$ cat src/rtl/cache_pkg.sv
// Shared widths and state/mode encodings for the data cache write-back path.
// Constants only; no logic, no latency.
package cache_pkg;

    localparam int INDEX_W = 4;
    localparam int TAG_W   = 26;
    localparam int OFF_W   = 2;
    localparam int DATA_W  = 32;
    localparam int ADDR_W  = TAG_W + INDEX_W + OFF_W;

    typedef enum logic [2:0] {
        IDLE = 3'd0,
        RD   = 3'd1,
        EVAL = 3'd2,
        WB   = 3'd3,
        NEXT = 3'd4,
        DONE = 3'd5
    } wb_state_t;

    typedef enum logic {
        ALL = 1'b0,
        ONE = 1'b1
    } mode_t;

endpackage

$ cat src/rtl/cache_addr_encode.sv
// Rebuilds a word address from a stored tag and set index (inverse of the address decode).
// Purely combinational, zero latency; no flow control.
module cache_addr_encode
    import cache_pkg::*;
(
    input  logic [TAG_W-1:0]   iTag,
    input  logic [INDEX_W-1:0] iIndex,
    output logic [ADDR_W-1:0]  oAddress
);

    assign oAddress = {iTag, iIndex, {OFF_W{1'b0}}};

endmodule

$ cat src/rtl/cache_writeback_ctrl.sv
// Walks cache sets (all on flush, one on evict) and writes dirty valid lines back to memory.
// 3 cycles per clean set, 4+stall per dirty set; stalls in WB for as long as iWbReady is low.
module cache_writeback_ctrl
    import cache_pkg::*;
(
    input  logic               clk,
    input  logic               rst_n,
    input  logic               iFlushStart,
    input  logic               iEvictReq,
    input  logic [INDEX_W-1:0] iEvictIndex,
    output logic [INDEX_W-1:0] oSetIndex,
    input  logic               iLineValid,
    input  logic               iLineDirty,
    input  logic [TAG_W-1:0]   iLineTag,
    input  logic [DATA_W-1:0]  iLineData,
    output logic               oWbValid,
    output logic [ADDR_W-1:0]  oWbAddress,
    output logic [DATA_W-1:0]  oWbData,
    input  logic               iWbReady,
    output logic               oCleanValid,
    output logic [INDEX_W-1:0] oCleanIndex,
    output logic               oBusy,
    output logic               oDone,
    output logic [INDEX_W:0]   oWbCount
);

    localparam logic [INDEX_W-1:0] IDX_ONE = INDEX_W'(1);
    localparam logic [INDEX_W:0]   CNT_ONE = (INDEX_W + 1)'(1);

    wb_state_t          state;
    mode_t              mode;
    logic [INDEX_W-1:0] idx;
    logic [INDEX_W:0]   count;
    logic               wrote;
    logic [TAG_W-1:0]   tag_q;
    logic [DATA_W-1:0]  data_q;

    always_ff @(posedge clk) begin
        if (!rst_n) begin
            state  <= IDLE;
            mode   <= ALL;
            idx    <= '0;
            count  <= '0;
            wrote  <= 1'b0;
            tag_q  <= '0;
            data_q <= '0;
        end else begin
            case (state)
                IDLE: begin
                    wrote <= 1'b0;
                    // Flush has priority; a simultaneous evict is simply dropped.
                    if (iFlushStart) begin
                        idx   <= '0;
                        mode  <= ALL;
                        count <= '0;
                        state <= RD;
                    end else if (iEvictReq) begin
                        idx   <= iEvictIndex;
                        mode  <= ONE;
                        count <= '0;
                        state <= RD;
                    end
                end
                RD: state <= EVAL;
                EVAL: begin
                    tag_q  <= iLineTag;
                    data_q <= iLineData;
                    if (iLineValid && iLineDirty) begin
                        state <= WB;
                    end else begin
                        wrote <= 1'b0;
                        state <= NEXT;
                    end
                end
                WB: begin
                    if (iWbReady) begin
                        count <= count + CNT_ONE;
                        wrote <= 1'b1;
                        state <= NEXT;
                    end
                end
                NEXT: begin
                    wrote <= 1'b0;
                    // Last-set test precedes the increment so idx stops at the top set.
                    if (mode == ONE || idx == '1) begin
                        state <= DONE;
                    end else begin
                        idx   <= idx + IDX_ONE;
                        state <= RD;
                    end
                end
                DONE:    state <= IDLE;
                default: state <= IDLE;
            endcase
        end
    end

    cache_addr_encode u_addr_encode (
        .iTag     (tag_q),
        .iIndex   (idx),
        .oAddress (oWbAddress)
    );

    assign oSetIndex   = idx;
    assign oWbValid    = (state == WB);
    assign oWbData     = data_q;
    assign oCleanValid = (state == NEXT) && wrote;
    assign oCleanIndex = idx;
    assign oBusy       = (state != IDLE);
    assign oDone       = (state == DONE);
    assign oWbCount    = count;

endmodule

$ cat config.mk
export PLATFORM = sky130hd
export DESIGN_NAME = cache_writeback_ctrl
export DESIGN_NICKNAME = d
export VERILOG_FILES = /design/src/rtl/cache_pkg.sv /design/src/rtl/cache_addr_encode.sv /design/src/rtl/cache_writeback_ctrl.sv
export SDC_FILE = /design/constraint.sdc
export NUM_CORES = 1
export LEC_CHECK = 0
export CAP_MARGIN = 20
export CELL_PAD_IN_SITES_DETAIL_PLACEMENT = 1
export CELL_PAD_IN_SITES_GLOBAL_PLACEMENT = 1
export CORE_MARGIN = 3
export CORE_UTILIZATION = 40
export CTS_CLUSTER_SIZE = 24
export DETAILED_ROUTE_END_ITERATION = 7
export DONT_BUFFER_PORTS = 1
export HOLD_SLACK_MARGIN = 0.08
export PLACE_DENSITY = 0.71
export SLEW_MARGIN = 20
export SYNTH_ARGS = -nofsm -noshare
export SYNTH_HDL_FRONTEND = slang
export SYNTH_SLANG_ARGS = --single-unit
export TNS_END_PERCENT = 1
$ cat constraint.sdc
create_clock -name clk -period 2.55 [get_ports clk]
set_clock_uncertainty 0.05 [all_clocks]
set_input_delay 0.255 -clock clk [delete_from_list [all_inputs] [get_ports clk]]
set_output_delay 0.255 -clock clk [all_outputs]
set_load 0.005 [all_outputs]
==> Word level (Yosys, flattened, before mapping) <==
Index checks and enable logic that the tools add are counted.
{ "op_classes": {"magnitude_cmp": 0, "muxes": 19, "n_mul": 0, "n_div": 0, "n_reduce_logical": 15, "eq_ne": 10, "add_sub_neg": 2, "shift": 0, "bitwise_logic": 0} }
{ "op_table": {"columns": ["op", "count"], "rows": [
  ["$mux 3", 5],
  ["$mux 5", 3],
  ["$pmux 3 s5", 1],
  ["$mux 4", 3],
  ["$pmux 5 s2", 1],
  ["$reduce_and 3->1", 3],
  ["$pmux 4 s2", 1],
  ["$eq 3x2->1 const B", 2],
  ["$eq 3x3->1 const B", 2],
  ["$reduce_bool 2->1", 3],
  ["$reduce_bool 3->1", 2],
  ["$add 5x1->5 const B", 1],
  ["$add 4x1->4 const B", 1],
  ["$eq 4x4->1 const B", 1],
  ["$mux 1", 4],
  ["$ne 2x2->1 const B", 2],
  ["$reduce_and 2->1", 2],
  ["$eq 3x1->1 const B", 1],
  ["$logic_not 3->1", 1],
  ["$ne 3x3->1 const B", 1],
  ["$pmux 1 s3", 1],
  ["$logic_and 1x1->1", 2],
  ["$ne 2x1->1 const B", 1],
  ["$reduce_or 2->1", 1],
  ["$logic_or 1x1->1", 1]
]} }
{ "word_totals": {"out_inout_bits": 81, "reg_bits": 72, "mem_count": 0, "in_bits": 69, "latch_bits": 0, "romBits": 0, "word_cells": 53, "ramBits": 0} }

==> Logic depth before layout (Yosys ltp) <==
Gate-level depths: netlist of run 1.
{ "depth": {"ltp_word": 4, "depth_mapped": 6, "mapped_depth_nobuf": 5} }

==> Cells and area by module <==
Synthesis of run 1 repeated with hierarchy kept, for this count alone.
{ "unflattened": {"cells_unflattened": 386, "area_unflattened_um2": 3219.3} }
{ "by_module_without_submodules": {"columns": ["module", "cells_per_inst", "n_inst", "seq_area_each_um2", "area_per_inst_um2"], "rows": [
  ["cache_writeback_ctrl", 353, 1, 1441.4, 2975.4],
  ["cache_addr_encode", 33, 1, 0.0, 244.0]
]} }

==> Least setup slack after synthesis of run 1 <==
No wires, ideal clock.
{ "synth_path": {"path_type": "reg2reg", "from": "reg state[2]", "to": "reg idx[1] (netlist: oCleanIndex[1])", "stages_incl_launch_ff": 5, "setup_slack_ns": 1.061, "arrival_time_ns": 1.323, "synth_period_minus_slack_ns": 1.489, "cell_sequence": "dfxtp_1 > nor3b_2 > a22oi_2 > a211o_1 > and3_1"} }
{ "synth_via": {"elab_chain_cells": 3, "word_cells_on_any_way": 7, "classes_between": "eq/ne: 3; mux: 1; reduce/logical: 3"} }
{ "synth_rtl": {"columns": ["element", "line", "rtl"], "rows": [
  ["from (decl)", "cache_writeback_ctrl.sv:30", "wb_state_t state;"],
  ["from (signal assigned)", "cache_writeback_ctrl.sv:40", "state <= IDLE;"],
  ["from (signal assigned)", "cache_writeback_ctrl.sv:56", "state <= RD;"],
  ["from (signal assigned)", "cache_writeback_ctrl.sv:61", "state <= RD;"],
  ["$eq 3x3->1 / $logic_not 3->1 (equally long branches)", "cache_writeback_ctrl.sv:48", "case (state)"],
  ["$ne 2x2->1 (no source line), or another cell as far along", null, null],
  ["$reduce_and 3->1 (no source line)", null, null],
  ["to (signal assigned)", "cache_writeback_ctrl.sv:58", "idx <= iEvictIndex;"],
  ["to (signal assigned)", "cache_writeback_ctrl.sv:88", "idx <= idx + IDX_ONE;"],
  ["to (decl)", "cache_writeback_ctrl.sv:32", "logic [INDEX_W-1:0] idx;"]
]} }
Several ways; a longest one is shown, not always the timed one.
A chain may end at the register's enable or synchronous reset.

==> Worst setup path after layout of run 1 <==
{ "layout_path": {"from": "reg state[2]", "to": "reg mode"} }
{ "layout_via": {"elab_chain_cells": 2} }
{ "layout_rtl": {"columns": ["element", "line", "rtl"], "rows": [
  ["$logic_not 3->1", "cache_writeback_ctrl.sv:48", null],
  ["$reduce_and 2->1 (no source line)", null, null],
  ["to (signal assigned)", "cache_writeback_ctrl.sv:41", "mode <= ALL;"],
  ["to (signal assigned)", "cache_writeback_ctrl.sv:54", "mode <= ALL;"],
  ["to (signal assigned)", "cache_writeback_ctrl.sv:59", "mode <= ONE;"],
  ["to (decl)", "cache_writeback_ctrl.sv:31", "mode_t mode;"]
]} }
No other way between the ends.

==> flow_summary.json, run 1 <==
{
  "status": "finished clean",
  "grt_setup_unrepaired": "no",
  "finalCritPeriodShare_pct": 93.1,
  "cts_setup_buffers": 0,
  "grt-busiest-layer": "met2",
  "drtIter0Drc": 120,
  "timing_worst_setup_path_type": "reg -> reg",
  "r2r.worst_path.cells": 7,
  "yosysMostFrequentCell": "nand2_1",
  "synth_compound_area_share_pct": 21.4,
  "placed_cell_area_um2": 3030,
  "yosysTopAreaCell": "dfxtp_1",
  "ys.flop_type": "dfxtp_1",
  "relSlewSlack_pct": 60.1,
  "hp-start": "iWbReady",
  "finalWirelength_mm": 8.58,
  "layout-drive-gt1-share_pct": 6.30,
  "syn2layout_area_growth_pct": 29.7,
  "whs_endpoint": "state[0]$_SDFFE_PN0P_",
  "fin_nets": 479,
  "p_comb_share_pct": 11.5,
  "cp_max_fo": 11,
  "post-route-util_pct": 53.8,
  "drtPass1Iterations": 4,
  "fin_crit_ns": 2.37,
  "async_reset_ff_share_pct": 0,
  "root_buffer": "clkbuf_8",
  "dr_total_vias": 2639,
  "place.gp.congestion": 0.739,
  "r2r-start": "state[2]$_SDFFE_PN0P_",
  "cts_max_path_buffers": 2,
  "num_rows": 31,
  "ctsHtreeMaxLevel": 3,
  "synth_top_family_by_area": "simple AND/OR/NAND/NOR gates",
  "rrSetupSlack_ns": 0.18,
  "grt_pass1_vias": 2822,
  "drc": 0,
  "synth-xor-area-share_pct": 0,
  "crit_path_start_kind": "register",
  "ys_types": 41,
  "power_frac_seq_pct": 47.5,
  "tns_ns": 0,
  "hold-path-cell-count": 3,
  "yosys.area_share.simple_pct": 23.4,
  "vias_per_cell": 5.15,
  "io_pins": 150,
  "met1_usage_pct": 21.8,
  "ys_seq_area_share_pct": 47.7,
  "syn_inst": 360,
  "cts_tree": "built",
  "worstHoldPathType": "in -> reg",
  "dieHeight_um": 93.0,
  "grt_pass1_wl_mm": 13.8,
  "worstReg2RegEnd": "mode$_SDFFE_PN0P_",
  "core_area_um2": 7290,
  "finalSetupViolCount": 0,
  "synth.cell_area_um2": 3020,
  "timing.fmax_mhz": 421,
  "p_int_mw": 1.98,
  "switching_share_pct": 24.2,
  "total_power_mw": 2.62,
  "clkPwrFrac_pct": 41.0,
  "muxShareOfSynthArea_pct": 0.703,
  "cts.clk_slew.worst_paths_ns": 0.07,
  "hold_viol": 0,
  "power_switching_mw": 0.633,
  "grtUsageMet2_pct": 34.1,
  "p_per_area_nw_per_um2": 667,
  "synth_edf_count": 0,
  "start_util_pct": 41.5,
  "track_usage_pct": 20.1,
  "worstMarginPinSlew_ns": 0.599,
  "critPathArrivalTime_ns": 2.54,
  "cts_sinks": 72,
  "met3_usage_pct": 7.72,
  "critPathRequiredTime_ns": 2.72,
  "yosys.area.top_type_share_pct": 47.7,
  "ant_nets": 0,
  "design_area_um2": 3920,
  "portBuffers": 0,
  "synth_common_cells": "123 x nand2_1, 72 x dfxtp_1, 43 x a21boi_0",
  "p_leak_nw": 1.39,
  "drv_cap": 0,
  "antenna_found_initial": 0,
  "yosysWarningCount": 0,
  "antenna_cells": 0,
  "clock_latency_ns": 0.33,
  "numCtsBuffers": 9,
  "ir_worst_vdd_mv": 0.328,
  "avgSynthCellArea_um2": 8.40,
  "wl_per_cell_um": 16.8,
  "grt_max_degree": 70,
  "slew_violations": 0,
  "ys_ff_latch": 72,
  "endpoint_kind": "register",
  "ctsResizeCount": 0,
  "overflow": 0,
  "die_x_um": 93.0,
  "dieArea_um2": 8640,
  "synth_fa_ha_area_share_pct": 0.827,
  "synthTopCellsByArea": "dfxtp_1 48%, nand2_1 15%, a21boi_0 11%, a21boi_1 5.7%, buf_4 3.0%",
  "hpwlAfterDp_mm": 5.17
}
[stage by stage]
step / hold slack (ns) / setup WS [ns] / cells
finish: 0.160 / 0.177 / 512
floorplan: 0.340 / 1.06 / 361
CTS: 0.145 / 0.213 / 512
detailed placement: 0.336 / 0.527 / 432
global placement: 0.328 / 0.629 / 432
global route: 0.174 / 0.0454 / 512
[state kept, by name, indices dropped and copies added (netlist names)]
signal / cells
oWbCount: 5
wrote: 1
mode: 1
oCleanIndex: 4
oWbData: 32
state: 3
tag_q: 26
[how the worst max path moves through the flow]
stage | end | depth (start not counted) | start | slack, ns
finish | mode$_SDFFE_PN0P_ | 7 | state[2]$_SDFFE_PN0P_ | 0.18
global placement | tag_q[24]$_SDFFE_PN0P_ | 5 | state[1]$_SDFFE_PN0P_ | 0.63
floorplan | oCleanIndex[1]$_SDFFE_PN0P_ | 4 | state[2]$_SDFFE_PN0P_ | 1.06
CTS | mode$_SDFFE_PN0P_ | 7 | state[2]$_SDFFE_PN0P_ | 0.21
detailed placement | oWbData[21]$_SDFFE_PN0P_ | 5 | state[1]$_SDFFE_PN0P_ | 0.53
global route | mode$_SDFFE_PN0P_ | 7 | state[2]$_SDFFE_PN0P_ | 0.05
[cell families after synthesis]
logic type,count (synthesis)
AND/OR/NAND/NOR,161
AO/OA/AOI/OAI,89
flip-flops,72
buffers and inverters,33
multiplexers,2
adder cells (fa/ha/maj),2
other,1
[power by group through the flow]
stage	Sequential (mW)	Combinational [mW]	Clock [mW]
final	1.24	0.300	1.07
after global routing	1.25	0.335	1.15
after CTS	1.24	0.298	1.11
after detailed placement	1.27	0.200	0
after global placement	1.27	0.190	0
after floorplan	1.24	0.194	0
[critical path: stages (launching register included)]
cell and delay (ns):
dfxtp_1 0.41, buf_4 0.21, nor3_4 0.27, nand2_1 0.10
nand2_1 0.07, dlygate4sd3_1 0.55, nor2_1 0.04, dlygate4sd3_1 0.56
[final cells by class]
type / count / area [um^2]
tap: 99 / 124
multi-input combinational: 256 / 1420
clock buffer: 11 / 131
inverter: 1 / 3.75
sequential: 72 / 1440
timing repair buffer: 68 / 701
fill: 866 / 3370
clock inverter: 5 / 105
[what timing repair did]
action,in CTS,in global routing
endpoints found under the hold margin,69,0
hold buffers,64,0
endpoints found under the setup margin,0,0
[layout by cell type, fill, tap and decap left out, drive strengths merged, types with 2 or more instances in the layout]
cell type | netlist | routed
clkbuf | 11 | 11
buf | 21 | 5
nor3b | 5 | 5
nor2 | 8 | 8
and3 | 3 | 3
conb | 1 | 2
bufinv | 0 | 3
a21oi | 3 | 3
a21boi | 66 | 66
a22oi | 2 | 2
o21ai | 11 | 11
nand2 | 123 | 123
nor2b | 5 | 5
and2 | 2 | 2
dlygate4sd3 | 0 | 63
nand2b | 5 | 5
dfxtp | 72 | 72
clkinvlp | 0 | 2
ha | 2 | 2
nand3 | 3 | 3
[metal layers]
metal  up-vias  wire length (um)
met1      1245              3340
met4         0               224
met3        19               723
met2        98              4290
met5         -                 0
li1       1277                 -
(Power assumes the default switching activity.)
==> run 2, diff against run 1 <==
--- a/config.mk
+++ b/config.mk
@@ -5,7 +5,6 @@
 export SDC_FILE = /design/constraint.sdc
 export NUM_CORES = 1
 export LEC_CHECK = 0
-export CAP_MARGIN = 20
 export CELL_PAD_IN_SITES_DETAIL_PLACEMENT = 1
 export CELL_PAD_IN_SITES_GLOBAL_PLACEMENT = 1
 export CORE_MARGIN = 3
@@ -15,6 +14,7 @@
 export DONT_BUFFER_PORTS = 1
 export HOLD_SLACK_MARGIN = 0.08
 export PLACE_DENSITY = 0.71
+export SETUP_SLACK_MARGIN = 0.3
 export SLEW_MARGIN = 20
 export SYNTH_ARGS = -nofsm -noshare
 export SYNTH_HDL_FRONTEND = slang
==> flow_summary.json, run 2 (synthesized netlist as in run 1, its figures left out) <==
{
  "io_pins": 150,
  "ctsResizeCount": 0,
  "hp-start": "iWbReady",
  "finalSetupViolCount": 0,
  "fin_nets": 479,
  "crit_start": "state[1]$_SDFFE_PN0P_",
  "numCtsBuffers": 9,
  "met2_length_mm": 4.31,
  "top_layer": "met4",
  "cts.clk_slew.worst_paths_ns": 0.07,
  "slowest_delay_ns": 0.60,
  "hold-path-cell-count": 3,
  "ctsHtreeMaxLevel": 3,
  "grt_pass1_wl_mm": 13.7,
  "hpwlAfterDp_mm": 5.17,
  "grt_pass1_vias": 2799,
  "finalWirelength_mm": 8.57,
  "dieHeight_um": 93.0,
  "num_rows": 31,
  "worst_slack_ns": 0.528,
  "placed_cell_area_um2": 3030,
  "timing.fmax_mhz": 495,
  "worstMarginPinSlew_ns": 0.601,
  "drtPass1Iterations": 4,
  "dr_total_vias": 2639,
  "slew_violations": 0,
  "whs_endpoint": "state[0]$_SDFFE_PN0P_",
  "core_area_um2": 7290,
  "track_usage_pct": 19.9,
  "drc": 0,
  "fin_crit_ns": 2.02,
  "antenna_found_initial": 0,
  "worst_path_max_delay_cell": "dfxtp_1",
  "portBuffers": 0,
  "cp_max_fo": 30,
  "ant_nets": 0,
  "wl_met3_um": 732,
  "timing_worst_setup_path_type": "reg -> reg",
  "drv_cap": 0,
  "root_buffer": "clkbuf_8",
  "dieArea_um2": 8640,
  "n_fill_cell": 863,
  "critPathArrivalTime_ns": 2.19,
  "regArea_um2": 1440,
  "status": "finished clean",
  "final_cell_mix": "123 x nand2_1, 72 x dfxtp_1, 63 x dlygate4sd3_1",
  "p_per_area_nw_per_um2": 666,
  "hold_viol": 0,
  "critPathRequiredTime_ns": 2.72,
  "die_x_um": 93.0,
  "total_power_mw": 2.61,
  "dp_slack_ns": 0.527,
  "layout-drive-gt1-share_pct": 6.30,
  "final_common_cell": "nand2_1",
  "r2r.worst_path.cells": 5,
  "worstReg2RegEnd": "oWbData[21]$_SDFFE_PN0P_",
  "multiInputGateArea_um2": 1420,
  "rrSetupSlack_ns": 0.53,
  "cts_sinks": 72,
  "clock_latency_ns": 0.33,
  "worstHoldPathType": "in -> reg",
  "cts_tree": "built",
  "drt-met1-wl_mm": 3.33,
  "syn2layout_area_growth_pct": 29.7,
  "overflow": 0,
  "cts_max_path_buffers": 2,
  "grt_max_degree": 70,
  "r2r-start": "state[1]$_SDFFE_PN0P_",
  "relSlewSlack_pct": 59.9,
  "design_area_um2": 3920,
  "ir_worst_vdd_mv": 0.328,
  "wl_per_cell_um": 16.7,
  "largest_reg_flops": 32,
  "grt_setup_unrepaired": "no",
  "vias_per_cell": 5.15,
  "cp_cell_sequence": "nor2b_1 > nand2b_2 > buf_12 > nand2_1 > a21boi_0",
  "finalCritPeriodShare_pct": 79.3,
  "endpoint_kind": "register",
  "p_leak_nw": 1.39,
  "tns_ns": 0,
  "place.gp.congestion": 0.739,
  "start_util_pct": 41.5,
  "antenna_cells": 0,
  "crit_path_start_kind": "register",
  "drtIter0Drc": 101
}
## run 2: layer usage
| layer | GRT usage [%] | vias to the layer above |
|---|---|---|
| met2 | 34.0 | 97 |
| met1 | 21.8 | 1248 |
| met4 | 9.04 | 0 |
| met5 | 0 | - |
| met3 | 7.64 | 15 |
| li1 | - | 1279 |
## run 2: repair_timing
| action | in CTS | in global routing |
|---|---|---|
| hold endpoints to repair | 69 | 0 |
| hold buffers | 64 | 0 |
| buffers inserted | 0 | 0 |
## run 2: report_power, final
part / leakage [nW] / internal, mW / total (mW) / switching (mW)
clock network: 0.110 / 0.651 / 1.07 / 0.420
logic: 0.692 / 0.152 / 0.299 / 0.147
registers: 0.584 / 1.18 / 1.24 / 0.0635
total: 1.39 / 1.98 / 2.61 / 0.630
## run 2: layout make-up
| cell class | instances | share of cell area [%] |
|---|---|---|
| Sequential cell | 72 | 36.8 |
| Tap cell | 99 | 3.16 |
| Clock inverter | 5 | 2.68 |
| Inverter | 1 | 0.0957 |
| Multi-Input combinational cell | 256 | 36.1 |
| Clock buffer | 11 | 3.35 |
| Timing Repair Buffer | 68 | 17.9 |
## run 2: worst max path at each step
stage | to | slack, ns | cells past startpoint
final | oWbData[21]$_SDFFE_PN0P_ | 0.53 | 5
after global placement | tag_q[24]$_SDFFE_PN0P_ | 0.63 | 5
after CTS | oWbData[21]$_SDFFE_PN0P_ | 0.51 | 5
after detailed placement | oWbData[21]$_SDFFE_PN0P_ | 0.53 | 5
after global routing | oWbData[21]$_SDFFE_PN0P_ | 0.30 | 5
after floorplan | oCleanIndex[1]$_SDFFE_PN0P_ | 1.06 | 4
## run 2: critical path: cells and delay by family (launching register included)
| kind | cells | cell delay (ns) |
|---|---|---|
| and+or+nand+nor | 3 | 0.85 |
| DFF | 1 | 0.60 |
| buffers and inverters | 1 | 0.31 |
| AOI/OAI and AO/OA | 1 | 0.07 |
## run 2: metrics by stage
step | instances | util [%] | hold slack (ns)
2_1_floorplan | 361 | - | 0.340
3_3_place_gp | 432 | 41.5 | 0.328
3_5_place_dp | 432 | 41.5 | 0.336
4_1_cts | 512 | 53.8 | 0.145
5_1_grt | 512 | 53.8 | 0.174
6_report | 512 | 53.8 | 0.159
==> run 3, diff against run 2 <==
==> constraint.sdc (replaced) <==
create_clock -name clk -period 1.9 [get_ports clk]
set_clock_uncertainty 0.05 [all_clocks]
set_input_delay 0.19 -clock clk [delete_from_list [all_inputs] [get_ports clk]]
set_output_delay 0.19 -clock clk [all_outputs]
set_load 0.005 [all_outputs]
==> flow_summary.json, run 3 (synthesized netlist as in run 1, its figures left out) <==
{
  "antenna_cells": 0,
  "wl_per_cell_um": 16.9,
  "ir_worst_vdd_mv": 0.361,
  "tns_ns": 0,
  "start_util_pct": 41.5,
  "finalCritPeriodShare_pct": 83.8,
  "cts_tree": "built",
  "status": "finished clean",
  "vias_per_cell": 5.16,
  "crit_path_start_kind": "register",
  "worstHoldPathType": "in -> reg",
  "endpoint_kind": "register",
  "layoutNonFillerInstCount": 516,
  "final_common_cell": "nand2_1",
  "critPathArrivalTime_ns": 1.77,
  "fin_nets": 485,
  "dieHeight_um": 93.0,
  "drv_cap": 0,
  "hold_viol": 0,
  "core_area_um2": 7290,
  "die_x_um": 93.0,
  "clock_latency_ns": 0.34,
  "dp_slack_ns": 0.160,
  "design_area_um2": 3950,
  "grt_max_degree": 70,
  "ctsHtreeMaxLevel": 3,
  "cts.clk_slew.worst_paths_ns": 0.08,
  "fin_crit_ns": 1.59,
  "p_leak_nw": 1.41,
  "portBuffers": 0,
  "drtIter0Drc": 60,
  "cts_setup_buffers": 0,
  "timing_worst_setup_path_type": "reg -> reg",
  "io_pins": 150,
  "cts_max_path_buffers": 2,
  "cp_max_fo": 6,
  "num_rows": 31,
  "largest_reg_flops": 32,
  "dieArea_um2": 8640,
  "r2r.worst_path.cells": 5,
  "hold-path-cell-count": 3,
  "dr_total_vias": 2662,
  "root_buffer": "clkbuf_8",
  "placed_cell_area_um2": 3080,
  "final_cell_mix": "123 x nand2_1, 70 x dfxtp_1, 63 x dlygate4sd3_1",
  "slew_violations": 0,
  "track_usage_pct": 21.1,
  "ant_nets": 0,
  "p_per_area_nw_per_um2": 829,
  "worst_slack_ns": 0.307,
  "post-place-cells": 438,
  "syn2layout_area_growth_pct": 30.5,
  "drtPass1Iterations": 4,
  "cts_sinks": 72,
  "grt_pass1_vias": 2886,
  "hpwlAfterDp_mm": 5.12,
  "overflow": 0,
  "layout-drive-gt1-share_pct": 8.63,
  "timing.fmax_mhz": 628,
  "numCtsBuffers": 9,
  "finalWirelength_mm": 8.74,
  "place.gp.congestion": 0.736,
  "drc": 0,
  "rrSetupSlack_ns": 0.31,
  "grt_pass1_wl_mm": 14.4,
  "critPathRequiredTime_ns": 2.08,
  "antenna_found_initial": 0,
  "finalSetupViolCount": 0,
  "grt_setup_unrepaired": "yes",
  "post-route-util_pct": 54.1
}
[run 3: changes by cell type in the layout (fill, tap and decap cells not counted), moves of 2 or more]
cell       delta
dfxtp_1       -2
buf_6         +2
bufinv_16     -2
dfxtp_2       +2
buf_4         +3
clkbuf_1      -2
[run 3: final timing paths]
check                                                 start                     endpoint
worst min-delay path                               iWbReady        state[0]$_SDFFE_PN0P_
worst min register to register     oWbData[16]$_SDFFE_PN0P_     oWbData[16]$_SDFFE_PN0P_
worst max register to register  oCleanIndex[0]$_SDFFE_PN0P_  oCleanIndex[1]$_SDFFE_PN0P_
worst max-delay path            oCleanIndex[0]$_SDFFE_PN0P_  oCleanIndex[1]$_SDFFE_PN0P_
[run 3: where the power goes]
part | switching, mW | internal [mW] | leakage, nW | total (mW)
Combinational | 0.219 | 0.226 | 0.734 | 0.445
Clock | 0.579 | 0.594 | 0.0876 | 1.17
Sequential | 0.0696 | 1.58 | 0.585 | 1.65
[run 3: per-stage QoR]
stage / total power, mW / hold slack [ns]
floorplan: 1.93 / 0.275
global placement: 1.98 / 0.272
detailed placement: 1.99 / 0.274
CTS: 3.30 / 0.110
global route: 3.43 / 0.152
finish: 3.27 / 0.124
[run 3: cell type report]
cell class              count  area [um^2]
clock buffers               9          124
clock inverters             5         58.8
fillers                   869         3340
inverters                   1         3.75
multi-input cells         256         1430
flip-flops and latches     72         1440
well taps                  99          124
repair buffers             74          766
[run 3: worst max-delay path: stages, from the launching register on]
cell,delay [ns]
dfxtp_1,0.32
ha_1,0.23
a31oi_1,0.27
a22oi_2,0.16
a211o_1,0.29
and3_1,0.18
[run 3: timing repair]
item	in CTS	in global routing
endpoints found under the setup margin	63	64
pin swaps	0	2
resized for setup	6	1
hold buffers	64	0
hold endpoints to repair	69	0
[run 3: per-layer routing]
metal / part of all wire (%) / GRT usage, % / vias up
met4: 1.7 / 8.18 / 0
met3: 8.6 / 7.31 / 11
met5: 0 / 0 / -
li1: - / - / 1285
met2: 51 / 37.4 / 94
met1: 39 / 22.9 / 1272
